$ cat src/rtl/instruction_sequencer.sv
// Initiator side of the 3-bit I/CR instruction interface: turns one host
// descriptor into the CR/address/word loads, counter init and per-word steps.
module instruction_sequencer #(
    parameter int DW = 16,
    parameter int CW = 16
) (
    input  logic          clk,
    input  logic          rst_n,
    input  logic          cmd_valid,
    output logic          cmd_ready,
    input  logic [2:0]    cmd_mode,
    input  logic [DW-1:0] cmd_addr,
    input  logic [CW-1:0] cmd_count,
    input  logic          abort,
    input  logic          xfer_req,
    output logic          xfer_ack,
    input  logic          tc,
    output logic [2:0]    I,
    output logic          inst_valid,
    output logic [2:0]    cr_data,
    output logic [DW-1:0] data_out,
    output logic          data_oe,
    output logic          busy,
    output logic          done,
    output logic          aborted,
    output logic          tc_err
);

    typedef enum logic [2:0] {
        S_IDLE = 3'd0,
        S_LDCR = 3'd1,
        S_LDAR = 3'd2,
        S_LDWR = 3'd3,
        S_INIT = 3'd4,
        S_WAIT = 3'd5,
        S_XFER = 3'd6,
        S_DONE = 3'd7
    } state_t;

    state_t        state_q, state_d;
    logic [2:0]    mode_q, mode_d;
    logic [DW-1:0] addr_q, addr_d;
    logic [CW-1:0] count_q, count_d;
    logic [CW-1:0] rem_q, rem_d;
    logic          aborted_q, aborted_d;
    logic          tc_err_q, tc_err_d;

    logic [2:0]    i_q, i_d;
    logic          inst_valid_q, inst_valid_d;
    logic [2:0]    cr_data_q, cr_data_d;
    logic [DW-1:0] data_out_q, data_out_d;
    logic          data_oe_q, data_oe_d;
    logic          xfer_ack_q, xfer_ack_d;
    logic          done_q, done_d;
    logic          cmd_ready_q, cmd_ready_d;
    logic          busy_q, busy_d;

    logic          last_step_s;

    assign last_step_s = (rem_q == CW'(1));

    // Next-state logic, then output decode from the next state so outputs are
    // registered alongside the state they describe.
    always_comb begin
        state_d   = state_q;
        mode_d    = mode_q;
        addr_d    = addr_q;
        count_d   = count_q;
        rem_d     = rem_q;
        aborted_d = aborted_q;
        tc_err_d  = tc_err_q;

        case (state_q)
            S_IDLE: begin
                if (cmd_valid) begin
                    mode_d    = cmd_mode;
                    addr_d    = cmd_addr;
                    count_d   = cmd_count;
                    rem_d     = cmd_count;
                    aborted_d = 1'b0;
                    tc_err_d  = 1'b0;
                    state_d   = (cmd_count == {CW{1'b0}}) ? S_DONE : S_LDCR;
                end else begin
                    state_d = S_IDLE;
                end
            end
            S_LDCR: state_d = S_LDAR;
            S_LDAR: state_d = S_LDWR;
            S_LDWR: state_d = S_INIT;
            S_INIT: state_d = S_WAIT;
            S_WAIT: begin
                if (xfer_req) begin
                    state_d = S_XFER;
                end else begin
                    state_d = S_WAIT;
                end
            end
            S_XFER: begin
                rem_d = rem_q - CW'(1);
                // tc is only cross-checked; completion follows rem alone
                if (tc != last_step_s) begin
                    tc_err_d = 1'b1;
                end else begin
                    tc_err_d = tc_err_q;
                end
                state_d = last_step_s ? S_DONE : S_WAIT;
            end
            S_DONE:  state_d = S_IDLE;
            default: state_d = S_IDLE;
        endcase

        if (abort && (state_q != S_IDLE) && (state_q != S_DONE)) begin
            state_d   = S_DONE;
            aborted_d = 1'b1;
        end else begin
            aborted_d = aborted_d;
        end

        i_d          = 3'b001;
        inst_valid_d = 1'b0;
        cr_data_d    = 3'b000;
        data_out_d   = {DW{1'b0}};
        data_oe_d    = 1'b0;
        xfer_ack_d   = 1'b0;
        done_d       = 1'b0;
        cmd_ready_d  = 1'b0;
        busy_d       = 1'b1;

        case (state_d)
            S_IDLE: begin
                cmd_ready_d = 1'b1;
                busy_d      = 1'b0;
            end
            S_LDCR: begin
                i_d          = 3'b000;
                inst_valid_d = 1'b1;
                cr_data_d    = mode_d;
            end
            S_LDAR: begin
                i_d          = 3'b101;
                inst_valid_d = 1'b1;
                data_out_d   = addr_d;
                data_oe_d    = 1'b1;
            end
            S_LDWR: begin
                i_d          = 3'b110;
                inst_valid_d = 1'b1;
                data_out_d   = DW'(count_d);
                data_oe_d    = 1'b1;
            end
            S_INIT: begin
                i_d          = 3'b100;
                inst_valid_d = 1'b1;
            end
            S_WAIT: begin
                i_d = 3'b001;
            end
            S_XFER: begin
                i_d          = 3'b111;
                inst_valid_d = 1'b1;
                xfer_ack_d   = 1'b1;
            end
            S_DONE: begin
                done_d = 1'b1;
            end
            default: begin
                cmd_ready_d = 1'b1;
                busy_d      = 1'b0;
            end
        endcase
    end

    // State, descriptor and output registers.
    always_ff @(posedge clk or negedge rst_n) begin
        if (!rst_n) begin
            state_q      <= S_IDLE;
            mode_q       <= 3'b000;
            addr_q       <= {DW{1'b0}};
            count_q      <= {CW{1'b0}};
            rem_q        <= {CW{1'b0}};
            aborted_q    <= 1'b0;
            tc_err_q     <= 1'b0;
            i_q          <= 3'b001;
            inst_valid_q <= 1'b0;
            cr_data_q    <= 3'b000;
            data_out_q   <= {DW{1'b0}};
            data_oe_q    <= 1'b0;
            xfer_ack_q   <= 1'b0;
            done_q       <= 1'b0;
            cmd_ready_q  <= 1'b1;
            busy_q       <= 1'b0;
        end else begin
            state_q      <= state_d;
            mode_q       <= mode_d;
            addr_q       <= addr_d;
            count_q      <= count_d;
            rem_q        <= rem_d;
            aborted_q    <= aborted_d;
            tc_err_q     <= tc_err_d;
            i_q          <= i_d;
            inst_valid_q <= inst_valid_d;
            cr_data_q    <= cr_data_d;
            data_out_q   <= data_out_d;
            data_oe_q    <= data_oe_d;
            xfer_ack_q   <= xfer_ack_d;
            done_q       <= done_d;
            cmd_ready_q  <= cmd_ready_d;
            busy_q       <= busy_d;
        end
    end

    assign I          = i_q;
    assign inst_valid = inst_valid_q;
    assign cr_data    = cr_data_q;
    assign data_out   = data_out_q;
    assign data_oe    = data_oe_q;
    assign xfer_ack   = xfer_ack_q;
    assign done       = done_q;
    assign cmd_ready  = cmd_ready_q;
    assign busy       = busy_q;
    assign aborted    = aborted_q;
    assign tc_err     = tc_err_q;

endmodule

$ cat config.mk
export PLATFORM = sky130hd
export DESIGN_NAME = instruction_sequencer
export DESIGN_NICKNAME = d
export VERILOG_FILES = /design/src/rtl/instruction_sequencer.sv
export SDC_FILE = /design/constraint.sdc
export NUM_CORES = 1
export LEC_CHECK = 0
export CORE_UTILIZATION = 42
export CTS_CLUSTER_DIAMETER = 40
export DETAILED_ROUTE_END_ITERATION = 10
export HOLD_SLACK_MARGIN = 0.15
export PLACE_DENSITY = 0.67
export SLEW_MARGIN = 0
export SYNTH_ARGS = -nofsm -noshare
export SYNTH_HDL_FRONTEND = slang
export SYNTH_SLANG_ARGS = --single-unit
$ cat constraint.sdc
create_clock -name clk -period 2.5 [get_ports clk]
set_input_delay 0.375 -clock clk [delete_from_list [all_inputs] [get_ports clk]]
set_output_delay 0.375 -clock clk [all_outputs]
set_load 0.005 [all_outputs]
==> flow_summary.json, run 1 <==
{
  "n_fill_cell": 757,
  "yosys.area.top_type": "dfrtp_1",
  "yosys-top-cells-count": "nand2_1, dfrtp_1, nor2_1",
  "r2r_end": "data_out[13]$_DFF_PN0_",
  "total_power_mw": 5.406,
  "grt_pass1_vias": 2937,
  "cp_num_buf_inv": 2,
  "critPathRequiredTime_ns": 2.78,
  "peakVddDrop_uv": 504.2,
  "r2r-start": "rem_q[1]$_DFFE_PN0P_",
  "worst_slack_ns": 0.2700,
  "startpoint_type": "flip-flop",
  "grt_use_total_pct": 21.49,
  "hold_violations": 0,
  "num_vias": 2990,
  "synth_flop_cell": "dfrtp_1",
  "dp_cells": 553,
  "status": "finished clean",
  "worstPathMaxFanout": 17,
  "antenna_found_initial": 0,
  "cp_top_family": "simple AND/OR/NAND/NOR gates",
  "criticalPathCategory": "flip-flop to flip-flop",
  "skew_ns": 0.006993,
  "syn_inst": 382,
  "syn-cell-area_um2": 3667,
  "fin_crit_ns": 2.230,
  "ys_seq_area_share_pct": 57.39,
  "design.portCount": 71,
  "viasPerCell": 5.246,
  "drv_slew": 0,
  "leakage_nw": 2.245,
  "regToRegSetupSlack_ns": 0.27,
  "dp_slack_ns": 0.1409,
  "async_flop_share_pct": 100.0,
  "rsz0062_at_grt": "no",
  "ant_nets": 0,
  "ys_warn_count": 0,
  "grt_pass1_wl_um": 14600,
  "syn-num-nets": 425,
  "slew_headroom_pct": 55.90,
  "wl_per_cell_um": 15.30,
  "synth_top_cell_area_share_pct": 55.95,
  "drv_cap": 0,
  "setup_viol": 0,
  "drc": 0,
  "max_stage_delay_ns": 0.42,
  "cp-startpoint": "rem_q[1]$_DFFE_PN0P_",
  "worstMarginPinSlew_ns": 0.6568,
  "initial_core_util_pct": 43.97,
  "synth_edf_count": 0,
  "crit_end": "data_out[13]$_DFF_PN0_",
  "drive_above_1_share_pct": 9.892,
  "tns_ns": 0,
  "routed_wl_um": 8719,
  "powerDensity_nw_per_um2": 1130,
  "cts_made_buffers": 9,
  "cts-htree-levels": 3,
  "die_w_um": 95.44,
  "crit_slowest_cell": "dfrtp_1",
  "cp.depth": 8,
  "fin_crit_sh_pct": 89.20,
  "grt_max_degree": 50,
  "clock_latency_ns": 0.35,
  "root_buffer": "clkbuf_8",
  "final_nets": 503,
  "diodes": 0,
  "dieArea_um2": 9109,
  "drt_first_pass_iters": 4,
  "die_h_um": 95.44,
  "gr-total-overflow": 0,
  "clk_pin_slew_ns": 0.08,
  "port_buffers": 70,
  "gp_congestion": 0.8581,
  "cts.sinks": 84,
  "num_rows": 33,
  "drt_iter0_drc": 141,
  "syn_avg_cell_area_um2": 9.600,
  "rr_worst_depth": 8,
  "end_kind": "flip-flop",
  "fmax_mhz": 448.4,
  "ys_top_cells_by_area": "dfrtp_1, nand2_1, mux2i_1, nor2_1, nor2_2",
  "fin_util_pct": 57.35,
  "ys_types": 49,
  "synth-seq-cells": 84,
  "final_cell_count_no_fill": 570,
  "fp.coreArea_um2": 8341,
  "path_cells": "inv_1 -> ha_1 -> nor4b_1 -> and4_1 -> o211ai_1 -> or3_1 -> buf_12 -> nor2_2",
  "area.growth.synth_to_final_pct": 30.43,
  "worstPathArrival_ns": 2.51,
  "cts_tree": "yes",
  "hpwl_um": 6005,
  "synth.most_common_cell": "nand2_1",
  "hp-class": "flip-flop to flip-flop",
  "cts_buffer_depth": 2
}
-- state kept, by name (all words and copies together) (netlist names) --
name        count
tc_err          1
mode_q          3
data_out       16
addr_q         16
I               3
inst_valid      1
aborted         1
xfer_ack        1
count_q        16
data_oe         1
busy            1
done            1
state_q         3
cr_data         3
cmd_ready       1
rem_q          16
-- per-layer routing --
layer	GRT usage (%)	part of all wire [%]	vias up
li1	-	-	1444
met1	29.09	45	1415
met2	34.29	47	119
met3	4.944	7.1	12
met4	6.841	1.2	0
met5	0	0	-
-- power by group --
part           internal [mW]  total [mW]  switching (mW)
Combinational           1.03        2.19            1.15
Sequential              1.94        2.28           0.336
Clock                  0.462       0.942           0.480
-- cell families (layout without fill, tap and decap cells) --
kind of cell | after synthesis | in the layout | synth area share, %
xor gates and xnor gates | 2 | 2 | 0.4777
AOI/OAI and AO/OA | 47 | 47 | 8.905
and+or+nand+nor | 202 | 202 | 24.50
buffers and inverters | 28 | 111 | 3.412
muxes | 17 | 17 | 4.640
DFF | 84 | 84 | 57.39
adders and majority gates | 2 | 2 | 0.6823
-- worst min-delay path by stage --
stage                              startpoint                   to  slack, ns  cells after the start
final                     mode_q[1]$_DFF_PN0_  mode_q[1]$_DFF_PN0_       0.48                      2
after global routing      mode_q[1]$_DFF_PN0_  mode_q[1]$_DFF_PN0_       0.49                      2
after CTS                 mode_q[1]$_DFF_PN0_  mode_q[1]$_DFF_PN0_       0.48                      2
after detailed placement                rst_n  mode_q[0]$_DFF_PN0_       0.36                      1
after floorplan                         rst_n       I[1]$_DFF_PN0_       0.08                      0
after global placement                  rst_n  mode_q[0]$_DFF_PN0_       0.36                      1
-- timing repair --
item | CTS | global route
setup buffers | 0 | 0
resized for setup | 0 | 1
hold buffers | 1 | 0
setup endpoints to repair | 0 | 6
hold endpoints to repair | 33 | 0
-- per-stage QoR --
step	hold slack, ns	cell area (um2)
6_report	0.4759	4783
2_1_floorplan	0.07941	3667
5_1_grt	0.4898	4783
3_5_place_dp	0.3578	4576
3_3_place_gp	0.3553	4576
4_1_cts	0.4779	4778
-- cell type report --
type	count	area, um2	area share, %
Clock buffer	10	127.6	2.668
Clock inverter	6	65.06	1.360
Inverter	11	41.29	0.8632
Multi-Input combinational cell	270	1458	30.47
Sequential cell	84	2105	44.00
Tap cell	105	131.4	2.747
Timing Repair Buffer	84	855.8	17.89
-- layout by cell type, fill, tap and decap left out, types with 3 or more instances in the layout --
master and n:
and3_1 5, nor4_1 7, nor3_1 4, nor2_2 9, or3_1 3, buf_12 4, buf_4 10, o221a_2 3
nand2b_1 3, dfrtp_1 82, o21ai_0 11, inv_1 11, and2_1 3, nand3_1 5, o211ai_1 3, mux2i_1 17
nand2_1 117, clkbuf_8 9, clkdlybuf4s50_1 69, nor2_1 34, a21oi_1 11
-- tightest hold or removal path, cell delays in order (launching register included) --
cell,delay (ns)
dfrtp_1,0.33
nand2_1,0.04
nand2_1,0.07
Power figures use the tool's default switching activity.
==> run 2, diff against run 1 <==
- ABC_AREA: default -> 1
- PLACE_DENSITY: 0.67 -> 0.66
==> run 2 against run 1 <==
  * The flow now finishes with violations (design-rule violations)
  * Die area is 4.7% higher
  * Critical path depth grew 1
  * Combinational power barely moved
  * Sequential power is 5% lower
  * Non-clock buffer count down 6
  * First-iteration DRC count grew 30%
  * Worst setup slack better by 0.30 ns
  * Clock skew is 0.0065 ns higher
  * Register-to-register slack improved by 0.30 ns
  * Synthesized cell count rose by 27%
==> flow_summary.json, run 2 <==
{
  "synthAdderAreaFrac_pct": 0.6508,
  "grt_pass1_wl_um": 15930,
  "status": "complete, but fails checks",
  "powerDensity_nw_per_um2": 1098,
  "rr_worst_depth": 9,
  "worstPathArrival_ns": 2.23,
  "synth_edf_count": 0,
  "fin_crit_ns": 1.935,
  "dieArea_um2": 9541,
  "synth_simple_gate_area_share_pct": 31.99,
  "synth.mux.area_fraction_pct": 0,
  "antenna_found_initial": 0,
  "synth_top_family_by_area": "simple AND/OR/NAND/NOR gates",
  "violations": "design-rule violations",
  "worst_slack_ns": 0.5654,
  "post_cts_resized": 0,
  "num_vias": 3269,
  "die_w_um": 97.68,
  "mostFrequentLayoutCells": "nand2_1, dfrtp_1, clkdlybuf4s50_1, inv_1, nor2_1",
  "synth_top_cell_area_share_pct": 53.37,
  "port_buffers": 70,
  "synth_compound_area_share_pct": 4.914,
  "num_rows": 34,
  "hp-class": "flip-flop to flip-flop",
  "ys_types": 32,
  "hpwl_um": 6581,
  "drt_first_pass_iters": 7,
  "cts_made_buffers": 9,
  "async_flop_share_pct": 100.0,
  "grt_use_met1_pct": 27.42,
  "ys_seq_area_share_pct": 54.73,
  "slew_headroom_pct": 65.37,
  "dp_slack_ns": 0.3552,
  "max_stage_delay_ns": 0.44,
  "use_met3_pct": 6.259,
  "final_nets": 603,
  "area.growth.synth_to_final_pct": 26.72,
  "wl_per_cell_um": 13.69,
  "drv_slew": 0,
  "viasPerCell": 4.857,
  "gp_congestion": 0.9106,
  "root_buffer": "clkbuf_8",
  "critPathRequiredTime_ns": 2.80,
  "synth.most_common_cell": "nand2_1",
  "peakVddDrop_uv": 597.5,
  "worstPathMaxFanout": 17,
  "crit_slowest_cell": "dfrtp_1",
  "design.portCount": 71,
  "hold_path_depth": 2,
  "ys_warn_count": 0,
  "final_cell_count_no_fill": 673,
  "fp.coreArea_um2": 8806,
  "grt_use_total_pct": 21.40,
  "grt_max_degree": 48,
  "syn-num-nets": 528,
  "syn_inst": 485,
  "cts-htree-levels": 3,
  "ys_top_cells_by_area": "dfrtp_1, nand2_1, inv_1, nor2_1, nand3_1",
  "clock_latency_ns": 0.36,
  "tns_ns": 0,
  "diodes": 0,
  "yosys-top-cells-count": "nand2_1, dfrtp_1, inv_1",
  "gr-total-overflow": 0,
  "fin_crit_sh_pct": 77.39,
  "criticalPathCategory": "flip-flop to flip-flop",
  "routed_wl_um": 9212,
  "synthXorXnorAreaFrac_pct": 0.4556,
  "worstMarginPinSlew_ns": 0.5174,
  "syn-cell-area_um2": 3845,
  "syn_avg_cell_area_um2": 7.928,
  "startpoint_type": "flip-flop",
  "path_cells": "nor2_1 -> nand2_1 -> nor2_2 -> nand3_1 -> nand2_1 -> inv_2 -> nor2_4 -> nand2_1 -> inv_1",
  "grt_pass1_vias": 3432,
  "ant_nets": 0,
  "drive_above_1_share_pct": 7.257,
  "cts_tree": "yes",
  "clk_pin_slew_ns": 0.09,
  "drv_cap": 0,
  "hold_violations": 0,
  "cts.sinks": 84,
  "grtUsageMet2_pct": 34.59,
  "setup_viol": 0,
  "yosys.area.top_type": "dfrtp_1",
  "synth_flop_cell": "dfrtp_1",
  "crit_top_cell": "nand2_1",
  "skew_ns": 0.01352,
  "grt-busiest-layer": "met2",
  "cts_buffer_depth": 2,
  "drt_iter0_drc": 183,
  "layout_commonest_cell": "nand2_1",
  "fmax_mhz": 516.9,
  "initial_core_util_pct": 43.66,
  "dp_cells": 656,
  "rsz0062_at_grt": "no",
  "leakage_nw": 2.581,
  "drc": 16,
  "die_h_um": 97.68,
  "synth-seq-cells": 84,
  "end_kind": "flip-flop"
}
==> run 2: cell types whose count changed in the layout (fill, tap and decap cells not counted), sizes merged, moves of 3 or more <==
| cell | before | now |
|---|---|---|
| mux2i | 17 | 0 |
| nor4 | 7 | 0 |
| nand3 | 5 | 31 |
| o221a | 3 | 0 |
| o21ai | 11 | 16 |
| or3 | 3 | 0 |
| nand2b | 3 | 0 |
| a21oi | 11 | 7 |
| buf | 14 | 8 |
| nand2 | 117 | 218 |
| and3 | 5 | 0 |
| inv | 11 | 50 |
==> run 2: where the power goes <==
group	internal (mW)	switching [mW]	total (mW)	leakage [nW]
registers	1.90	0.259	2.16	1.06
clock network	0.493	0.506	1.00	0.0999
logic	0.873	1.31	2.19	1.42
==> run 2: what timing repair did <==
item / in CTS / in global routing
hold endpoints to repair: 35 / 0
hold buffers: 1 / 0
buffers inserted: 0 / 0
==> run 2: critical path, delay by kind of cell (launching register included) <==
kind	cells	cell delay, ns
and+or+nand+nor	7	1.28
DFF	1	0.44
buffers and inverters	2	0.14
==> run 2: per-stage QoR <==
stage                     area, um2  utilization, %  hold WS [ns]  power, mW
after detailed placement       4661           52.93        0.3896      4.382
after global routing           4872           55.33        0.5025      5.826
final                          4872           55.33        0.4740      5.349
after floorplan                3845               -       0.07941      3.616
after CTS                      4872           55.33        0.4766      5.396
after global placement         4661           52.93        0.3840      4.319
==> run 2: area by class of cell <==
cell class	instances	area, um2
multi-input combinational	338	1461
timing repair buffer	78	785.8
sequential	84	2105
clock inverter	5	60.06
inverter	49	183.9
clock buffer	11	141.4
fill	822	3934
tap	108	135.1
==> run 2: worst paths after layout <==
check,startpoint,slack [ns],endpoint
worst max-delay path,rem_q[4]$_DFFE_PN0P_,0.57,data_out[5]$_DFF_PN0_
worst min-delay path,count_q[0]$_DFF_PN0_,0.47,count_q[0]$_DFF_PN0_
worst max register to register,rem_q[4]$_DFFE_PN0P_,0.57,data_out[5]$_DFF_PN0_
worst min register to register,count_q[0]$_DFF_PN0_,0.47,count_q[0]$_DFF_PN0_
max in group asynchronous,rst_n,1.36,count_q[1]$_DFF_PN0_
min in group asynchronous,rst_n,0.52,rem_q[8]$_DFFE_PN0P_
==> run 2: kinds of logic (layout without fill, tap and decap cells) <==
| logic type | Yosys count | count (layout) |
|---|---|---|
| adder cells (fa/ha/maj) | 2 | 2 |
| AO/OA/AOI/OAI | 31 | 31 |
| flip-flops | 84 | 84 |
| buffers and inverters | 63 | 143 |
| XOR/XNOR | 2 | 2 |
| AND/OR/NAND/NOR | 303 | 303 |
==> run 2: layer usage <==
metal / part of all wire [%] / wire length [um]
met4: 1.8 / 163
met1: 46 / 4263
met3: 6.9 / 639
met5: 0 / 0
met2: 45 / 4145
==> run 3, diff against run 2 <==
- PLACE_DENSITY: 0.66 -> 0.69
- clock period: 2.5 -> 1.65 ns (I/O delays scaled with it)
==> run 3 against run 2 <==
  * The run still ends with design-rule violations left
  * Cell count increased by 7.7%
  * Critical path depth increased by 2
  * Worst hold slack got worse by 0.096 ns
  * Design area increased by 11%
==> flow_summary.json, run 3 (synthesis results as in run 2) <==
{
  "dpl-instance-area_um2": 5056,
  "stdcell_area_um2": 5400,
  "layout_commonest_cell": "nand2_1",
  "drc": 12,
  "diodes": 0,
  "n_fill_cell": 749,
  "violations": "design-rule violations",
  "dieArea_um2": 9541,
  "antenna_found_initial": 0,
  "die_h_um": 97.68,
  "peakVddDrop_uv": 1062,
  "dp_cells": 702,
  "drive_above_1_share_pct": 17.99,
  "seq_area_um2": 2105,
  "multi_input_area_um2": 1515,
  "cp.depth": 11,
  "clk_pin_slew_ns": 0.09,
  "design.portCount": 71,
  "criticalPathCategory": "flip-flop to flip-flop",
  "critPathRequiredTime_ns": 1.90,
  "grt_use_total_pct": 22.23,
  "gp_congestion": 0.8855,
  "worstMarginPinSlew_ns": 0.4651,
  "startpoint_type": "flip-flop",
  "die_w_um": 97.68,
  "hold_violations": 0,
  "viasPerCell": 4.863,
  "path_cells": "buf_4 -> nand3_1 -> nand3_2 -> nand2_4 -> nor2_1 -> buf_4 -> buf_12 -> nand2_1 -> nand2_1 -> nand2_1 -> inv_1",
  "rsz0062_at_grt": "yes",
  "hpwl_um": 7081,
  "hp-class": "input pin to asynchronous set/reset pin",
  "final_nets": 655,
  "fmax_mhz": 623.3,
  "fin_crit_ns": 1.604,
  "slew_headroom_pct": 68.99,
  "ant_nets": 0,
  "powerDensity_nw_per_um2": 1639,
  "cts.sinks": 84,
  "cts_made_buffers": 9,
  "fin_crit_sh_pct": 97.23,
  "mostFrequentLayoutCells": "nand2_1, dfrtp_1, clkdlybuf4s50_1, buf_4, inv_1",
  "gr-total-overflow": 0,
  "grt_pass1_vias": 3467,
  "power.share.switching_pct": 38.68,
  "crit_top_cell": "nand2_1",
  "cts_tree": "yes",
  "clkPwrFrac_pct": 17.0,
  "setup_viol": 0,
  "cp_top_family": "simple AND/OR/NAND/NOR gates",
  "drv_cap": 0,
  "port_buffers": 70,
  "cts_buffer_depth": 2,
  "end_kind": "flip-flop",
  "wl_per_cell_um": 13.97,
  "rr_worst_depth": 11,
  "p_sw_mw": 3.424,
  "final_cell_count_no_fill": 725,
  "status": "complete, but fails checks",
  "comb_power_share_pct": 46.1,
  "p_seq_share_pct": 36.9,
  "skew_ns": 0.01347,
  "cts-htree-levels": 3,
  "grt_max_degree": 36,
  "num_rows": 34,
  "worstPathMaxFanout": 17,
  "initial_core_util_pct": 43.66,
  "fp.coreArea_um2": 8806,
  "clock_latency_ns": 0.36,
  "routed_wl_um": 10130,
  "num_vias": 3526,
  "hold_ws_ns": 0.3776,
  "drt_iter0_drc": 222,
  "worstPathArrival_ns": 1.86,
  "drv_slew": 0,
  "p_int_mw": 5.429,
  "grt_pass1_wl_um": 16670,
  "max_stage_delay_ns": 0.40,
  "root_buffer": "clkbuf_8",
  "crit_slowest_cell": "dfrtp_1",
  "drt_first_pass_iters": 7,
  "leakage_nw": 2.869,
  "cp_num_buf_inv": 4,
  "area.growth.synth_to_final_pct": 40.45
}
==> run 3: final timing paths <==
| check | slack (ns) | to | from |
|---|---|---|---|
| setup / recovery | 0.05 | data_out[5]$_DFF_PN0_ | state_q[1]$_DFF_PN0_ |
| hold / removal | 0.38 | count_q[12]$_DFF_PN0_ | rst_n |
| setup reg to reg | 0.05 | data_out[5]$_DFF_PN0_ | state_q[1]$_DFF_PN0_ |
| hold reg to reg | 0.47 | addr_q[0]$_DFF_PN0_ | addr_q[0]$_DFF_PN0_ |
| max in group asynchronous | 0.65 | count_q[4]$_DFF_PN0_ | rst_n |
| min in group clk | 0.45 | addr_q[14]$_DFF_PN0_ | cmd_addr[14] |
==> run 3: repair_timing <==
action,in CTS,in global routing
pin swaps,0,1
hold endpoints to repair,32,0
hold buffers,1,0
setup buffers,1,4
endpoints found under the setup margin,10,29
gates cloned,0,1
gates resized for setup,2,21
==> run 3: cell type report <==
cell class | count | share of cell area [%]
flip-flops and latches | 84 | 38.97
multi-input cells | 338 | 28.06
repair buffers | 130 | 23.35
inverters | 49 | 3.452
well taps | 108 | 2.502
clock buffers | 9 | 2.294
clock inverters | 7 | 1.367
==> run 3: layer usage <==
metal | share of wire, % | routed length [um] | GRT usage, % | vias to the layer above
met5 | 0 | 0 | 0 | -
met4 | 2.3 | 231 | 6.993 | 0
met3 | 5.9 | 596 | 5.036 | 22
met2 | 47 | 4789 | 36.28 | 124
met1 | 45 | 4512 | 29.45 | 1640
li1 | - | - | - | 1740
==> run 3: power groups by stage <==
stage	Sequential (mW)	Combinational, mW	Clock (mW)
2_1_floorplan	3.24	2.24	0
3_3_place_gp	3.26	3.76	0
3_5_place_dp	3.28	3.87	0
4_1_cts	3.25	3.92	1.52
5_1_grt	3.34	4.59	1.60
6_report	3.26	4.08	1.51
==> run 3: through the flow <==
step	TNS (ns)	worst slack [ns]	util [%]	power, mW
after floorplan	0	0.1236	-	5.478
after global placement	-2.280	-0.1261	57.42	7.021
after detailed placement	-3.266	-0.1465	57.42	7.148
after CTS	0	0.02007	59.88	8.694
after global routing	-0.4599	-0.05533	61.32	9.536
final	0	0.04573	61.32	8.853
